**src/rtl/seg7_pkg.sv**
```systemverilog
// rtl/seg7_pkg.sv - segment/anode constants and digit-index type for the 4-digit scan driver
package seg7_pkg;

  typedef logic [1:0] digit_idx_t;

  // Cathode patterns, active-low, bit7 = dp (always off)
  localparam logic [7:0] SEG_ZERO  = 8'b11000000;
  localparam logic [7:0] SEG_ONE   = 8'b11111001;
  localparam logic [7:0] SEG_TWO   = 8'b10100100;
  localparam logic [7:0] SEG_THREE = 8'b10110000;
  localparam logic [7:0] SEG_FOUR  = 8'b10011001;
  localparam logic [7:0] SEG_FIVE  = 8'b10010010;
  localparam logic [7:0] SEG_SIX   = 8'b10000010;
  localparam logic [7:0] SEG_SEVEN = 8'b11111000;
  localparam logic [7:0] SEG_EIGHT = 8'b10000000;
  localparam logic [7:0] SEG_NINE  = 8'b10010000;
  localparam logic [7:0] SEG_DASH  = 8'b10111111;
  localparam logic [7:0] SEG_BLANK = 8'hFF;

  localparam logic [3:0] AN_SLOT0 = 4'b1110;
  localparam logic [3:0] AN_SLOT1 = 4'b1101;
  localparam logic [3:0] AN_SLOT2 = 4'b1011;
  localparam logic [3:0] AN_SLOT3 = 4'b0111;
  localparam logic [3:0] AN_OFF   = 4'hF;

  function automatic logic [3:0] slot_anode(input digit_idx_t idx);
    case (idx)
      2'd0:    slot_anode = AN_SLOT0;
      2'd1:    slot_anode = AN_SLOT1;
      2'd2:    slot_anode = AN_SLOT2;
      default: slot_anode = AN_SLOT3;
    endcase
  endfunction

endpackage

```
**src/rtl/seg7_decode.sv**
```systemverilog
// rtl/seg7_decode.sv - combinational BCD to active-low 7-segment decode, dash for 10..15
module seg7_decode
  import seg7_pkg::*;
(
  input  logic [3:0] bcd,
  output logic [7:0] seg
);

  always_comb begin
    case (bcd)
      4'd0:    seg = SEG_ZERO;
      4'd1:    seg = SEG_ONE;
      4'd2:    seg = SEG_TWO;
      4'd3:    seg = SEG_THREE;
      4'd4:    seg = SEG_FOUR;
      4'd5:    seg = SEG_FIVE;
      4'd6:    seg = SEG_SIX;
      4'd7:    seg = SEG_SEVEN;
      4'd8:    seg = SEG_EIGHT;
      4'd9:    seg = SEG_NINE;
      default: seg = SEG_DASH;
    endcase
  end

endmodule

```
**src/rtl/seg7_scan_driver.sv**
```systemverilog
// rtl/seg7_scan_driver.sv - 4-digit multiplexed 7-segment driver with frame snapshot and adjust blink
// Optional LEAD_ZERO_BLANK_EN blanks a zero minutes-tens digit.
module seg7_scan_driver
  import seg7_pkg::*;
#(
  parameter int REFRESH_DIV = 100000,
  parameter int BLINK_DIV   = 25000000
) (
  input  logic       clk,
  input  logic       rst,
  input  logic [3:0] min_ten,
  input  logic [3:0] min_one,
  input  logic [3:0] sec_ten,
  input  logic [3:0] sec_one,
  input  logic       adj,
  input  logic       sel,
  output logic [7:0] seg,
  output logic [3:0] an
);

  localparam int RW = $clog2(REFRESH_DIV);
  localparam int BW = $clog2(BLINK_DIV);

  logic [RW-1:0] refresh_cnt;
  logic [BW-1:0] blink_cnt;
  logic          blink_phase;
  digit_idx_t    idx;
  digit_idx_t    idx_next;
  logic [3:0]    snap_min_ten, snap_min_one, snap_sec_ten, snap_sec_one;
  logic [3:0]    digit;
  logic [7:0]    dec_seg;
  logic          tick, frame_start, blink_blank, lz_blank;

  assign tick        = (refresh_cnt == RW'(REFRESH_DIV - 1));
  assign idx_next    = idx + 2'd1;
  assign frame_start = (idx == 2'd3);

  // Slot 0 opens a frame, so it shows the value being captured on this same edge.
  always_comb begin
    digit = snap_min_ten;
    case (idx_next)
      2'd0:    digit = frame_start ? sec_one : snap_sec_one;
      2'd1:    digit = snap_sec_ten;
      2'd2:    digit = snap_min_one;
      default: digit = snap_min_ten;
    endcase
  end

  seg7_decode u_decode (
    .bcd (digit),
    .seg (dec_seg)
  );

  // Slots 0/1 are the seconds pair, 2/3 the minutes pair.
  assign blink_blank = adj && blink_phase && (sel ? ~idx_next[1] : idx_next[1]);

`ifdef LEAD_ZERO_BLANK_EN
  assign lz_blank = (idx_next == 2'd3) && (digit == 4'd0);
`else
  assign lz_blank = 1'b0;
`endif

  always_ff @(posedge clk) begin
    if (!rst) begin
      refresh_cnt  <= '0;
      blink_cnt    <= '0;
      blink_phase  <= 1'b0;
      idx          <= 2'd3;
      snap_min_ten <= 4'd0;
      snap_min_one <= 4'd0;
      snap_sec_ten <= 4'd0;
      snap_sec_one <= 4'd0;
      seg          <= SEG_BLANK;
      an           <= AN_OFF;
    end else begin
      refresh_cnt <= tick ? '0 : refresh_cnt + 1'b1;

      if (adj) begin
        if (blink_cnt == BW'(BLINK_DIV - 1)) begin
          blink_cnt   <= '0;
          blink_phase <= ~blink_phase;
        end else begin
          blink_cnt <= blink_cnt + 1'b1;
        end
      end else begin
        blink_cnt   <= '0;
        blink_phase <= 1'b0;
      end

      if (tick) begin
        idx <= idx_next;
        an  <= slot_anode(idx_next);
        seg <= (blink_blank || lz_blank) ? SEG_BLANK : dec_seg;
        if (frame_start) begin
          snap_min_ten <= min_ten;
          snap_min_one <= min_one;
          snap_sec_ten <= sec_ten;
          snap_sec_one <= sec_one;
        end
      end
    end
  end

endmodule

```
**config.mk**
```make
export PLATFORM = sky130hd
export DESIGN_NAME = seg7_scan_driver
export DESIGN_NICKNAME = d
export VERILOG_FILES = /design/src/rtl/seg7_pkg.sv /design/src/rtl/seg7_decode.sv /design/src/rtl/seg7_scan_driver.sv
export SDC_FILE = /design/constraint.sdc
export NUM_CORES = 1
export LEC_CHECK = 0
export BUFFER_PORTS_ARGS = -buffer_cell sky130_fd_sc_hd__buf_2
export CELL_PAD_IN_SITES_DETAIL_PLACEMENT = 1
export CELL_PAD_IN_SITES_GLOBAL_PLACEMENT = 2
export CORE_UTILIZATION = 38
export CTS_BUF_LIST = sky130_fd_sc_hd__clkbuf_8
export DETAILED_ROUTE_END_ITERATION = 8
export PLACE_DENSITY = 0.91
export SYNTH_ARGS = -nofsm -noshare
export SYNTH_HDL_FRONTEND = slang
export SYNTH_SLANG_ARGS = --single-unit
```
**constraint.sdc**
```tcl
create_clock -name clk -period 2.5 [get_ports clk]
set_input_delay 0.5 -clock clk [delete_from_list [all_inputs] [get_ports clk]]
set_output_delay 0.5 -clock clk [all_outputs]
set_load 0.01 [all_outputs]
```
==> out/metrics.yaml <==
route:
  drc: 0
  vias: 2559
  via_per_inst: 5.077
  wl_per_cell_um: 13.75
  dr.first_iter.drc_count: 64
  wl_um: 6928
  drt_pass1_iterations: 4
  postRouteAntennaNets: 0
power:
  p_seq_frac: 0.508
  p_comb_frac: 0.035
  switching_share: 0.2182
  intPower_mw: 1.779
  powerDensity_nw_per_um2: 602.9
  finalPower_mw: 2.275
  pwr-share-clk: 0.457
  p_leak_nw: 1.486
  ir_drop_mv: 0.2908
  p_sw_uw: 496.3
yosys:
  avgSynthCellArea_um2: 9.134
  synth_top_family_by_area: "simple AND/OR/NAND/NOR gates"
  synth_top_cell_by_area: "dfxtp_1"
  synth_fa_ha_area_frac: 0.03774
  syn-cell-area_um2: 3316
  synth_edf_count: 0
  synth_top_area_frac: 0.4347
  async_flop_share: 0
  synth_compound_area_frac: 0.06226
  synth_top_flop_cell: "dfxtp_1"
  synth-simple-area-share: 0.2600
  synth-seq-area-share: 0.4347
  synthesis.nets: 393
  synth_cells: 363
  ys_types: 50
  ys_warn_count: 0
  synthMuxAreaShare: 0.06113
  synth_area_leaders: "dfxtp_1 (43%), xnor2_1 (7.1%), nor2_1 (6.0%), mux2i_1 (5.4%), ha_1 (3.8%)"
  ys_seq_elements: 72
  synth_xor_area_frac: 0.1057
worst_setup_path:
  crit_type: "flop to flop"
  cp_max_fo: 9
  critPathRequiredTime_ns: 2.73
  startpoint_type: "flop"
  regToRegSetupSlack_ns: 0.24
  critPathArrivalTime_ns: 2.49
  crit_path_end_kind: "flop"
timing:
  slew_viol_final: 0
  clock_skew_ns: 0.006553
  final_hold_viol_count: 0
  fmax_mhz: 442.8
  min_period_over_period: 0.9033
  setup_slack_ns: 0.2418
  layout_min_cycle_time_ns: 2.258
  rsz0062_at_grt: "no"
  tightest_slew_ns: 0.5098
  setup_viol: 0
  slew_headroom: 0.6597
  fin_setup_tns_ns: 0
grt:
  grt_pass1_wl_um: 11830
  grt_pass1_vias: 2563
  grt_max_degree: 26
  antenna_found_initial: 0
  globalRoute.totalOverflow: 0
  gr-max-usage-layer: "met2"
  grt_use_met3: 0.04785
  grt_util_met2: 0.2982
  use_met1: 0.1976
  grt_usage: 0.1692
layout:
  drive_above_1_share: 0.1479
  stdcell_count: 504
  nFillCells: 1001
  syn_to_final_growth_pct: 13.81
  final_core_util: 0.4524
  antenna_cells: 0
  nets: 424
floorplan:
  floorplan.initialDensity: 0.3975
  dieArea_um2: 9103
  num_rows: 33
  pin_count: 32
  die_x_um: 95.41
  die_h_um: 95.41
  coreArea_um2: 8341
placed_design:
  io_buffers: 30
  place_ws_ns: 0.2506
  gp_congestion: 0.8385
  dp_cells: 488
  post-dp-hpwl_um: 5114
clocking:
  cts_made_buffers: 9
  post_cts_buffers: 0
  insertion_delay_ns: 0.34
  cts_hold_buf: 0
  cts_sinks: 72
  cts-root-buf: "clkbuf_8"
  path_clk_slew_ns: 0.08
  cts_buffer_depth: 2
  cts_tree: "done"
  ctsResizeCount: 0
  h-tree-depth: 3
hold_path:
  holdCritPathClass: "input pin to flop"
run_status:
  run_status: "complete, no violations"
job:
  drv_cap: 0
[per-layer routing]
layer | routed length [um] | part of all wire
met5 | 0 | 0
met4 | 80 | 0.012
met3 | 192 | 0.028
met2 | 3465 | 0.50
met1 | 3189 | 0.46
[cells by family after synthesis]
kind of cell / after synthesis
buf+inv: 26
flops: 72
xor+xnor: 40
compound gates: 29
simple gates: 165
mux: 20
fa+ha+maj: 10
other cells: 1
[sequential cells by signal (all words and copies together), names as in the netlist]
register and flops:
an 4, blink_cnt 25, blink_phase 1, idx 2
refresh_cnt 17, seg 7, snap_min_one 4, snap_min_ten 4
snap_sec_one 4, snap_sec_ten 4
[through the flow]
stage / hold WS (ns) / instance area, um2
floorplan: 0.4132 / 3316
global placement: 0.4216 / 3545
detailed placement: 0.4343 / 3545
CTS: 0.4010 / 3774
global route: 0.4108 / 3774
finish: 0.4114 / 3774
[synth_stat cells (2+ instances only)]
| cell type | instances |
|---|---|
| a211oi_1 | 2 |
| a21oi_1 | 6 |
| a221o_1 | 2 |
| a221oi_1 | 2 |
| a31oi_1 | 3 |
| and2_1 | 4 |
| and3_1 | 5 |
| and4_1 | 3 |
| buf_2 | 3 |
| buf_4 | 4 |
| clkbuf_1 | 5 |
| dfxtp_1 | 72 |
| ha_1 | 10 |
| inv_1 | 13 |
| mux2_2 | 2 |
| mux2i_1 | 18 |
| nand2_1 | 24 |
| nand2b_1 | 3 |
| nand3_1 | 16 |
| nand4_1 | 12 |
| nor2_1 | 53 |
| nor2b_1 | 19 |
| nor3_1 | 4 |
| nor4_1 | 8 |
| o211ai_1 | 4 |
| o21ai_0 | 2 |
| or2_2 | 2 |
| or3_1 | 2 |
| xnor2_1 | 27 |
| xor2_1 | 13 |
[cell usage in the layout (no fill, tap or decap), drive strengths merged, types with 3 or more instances in the layout]
master / instances
xor2: 13
o21ai: 3
and3: 5
a31oi: 3
ha: 10
nor3: 5
dfxtp: 72
xnor2: 27
buf: 33
nand4: 12
nand2b: 3
and4: 3
nor2: 53
or2: 3
inv: 14
nor4: 8
nand3: 18
o211ai: 4
a21oi: 7
clkbuf: 10
nand2: 24
clkinv: 3
mux2i: 18
and2: 5
nor2b: 19
[critical path, stage by stage, from the launching register on]
cell and delay, ns:
dfxtp_1 0.40, inv_1 0.12, ha_1 0.33, a221oi_1 0.24, o21ai_0 0.19, nand2_1 0.16
inv_1 0.10, ha_1 0.21, o32ai_1 0.29, a21oi_1 0.10
[layout make-up]
| class | count | area (um2) | area share |
|---|---|---|---|
| timing repair buffer | 33 | 172.7 | 0.04576 |
| inverter | 13 | 48.80 | 0.01293 |
| sequential | 72 | 1441 | 0.3820 |
| clock inverter | 6 | 91.34 | 0.02420 |
| clock buffer | 10 | 137.6 | 0.03647 |
| tap | 105 | 131.4 | 0.03481 |
| multi-input combinational | 265 | 1750 | 0.4639 |
[final timing paths]
check / from / endpoint / depth (start not counted)
max reg2reg: idx[0]$_SDFFE_PN1N_ / seg[5]$_SDFFE_PN1N_ / 9
min: min_one[1] / snap_min_one[1]$_SDFFE_PN0P_ / 3
max: idx[0]$_SDFFE_PN1N_ / seg[5]$_SDFFE_PN1N_ / 9
min reg2reg: blink_cnt[0]$_SDFF_PP0_ / blink_cnt[0]$_SDFF_PP0_ / 1
[power by group through the flow]
stage	clock [mW]	sequential (mW)	combinational, mW
2_1_floorplan	0	1.18	0.0521
3_3_place_gp	0	1.18	0.0780
3_5_place_dp	0	1.18	0.0800
4_1_cts	1.08	1.16	0.0805
5_1_grt	1.13	1.16	0.0885
6_report	1.04	1.16	0.0786
Power figures use the tool's default switching activity.
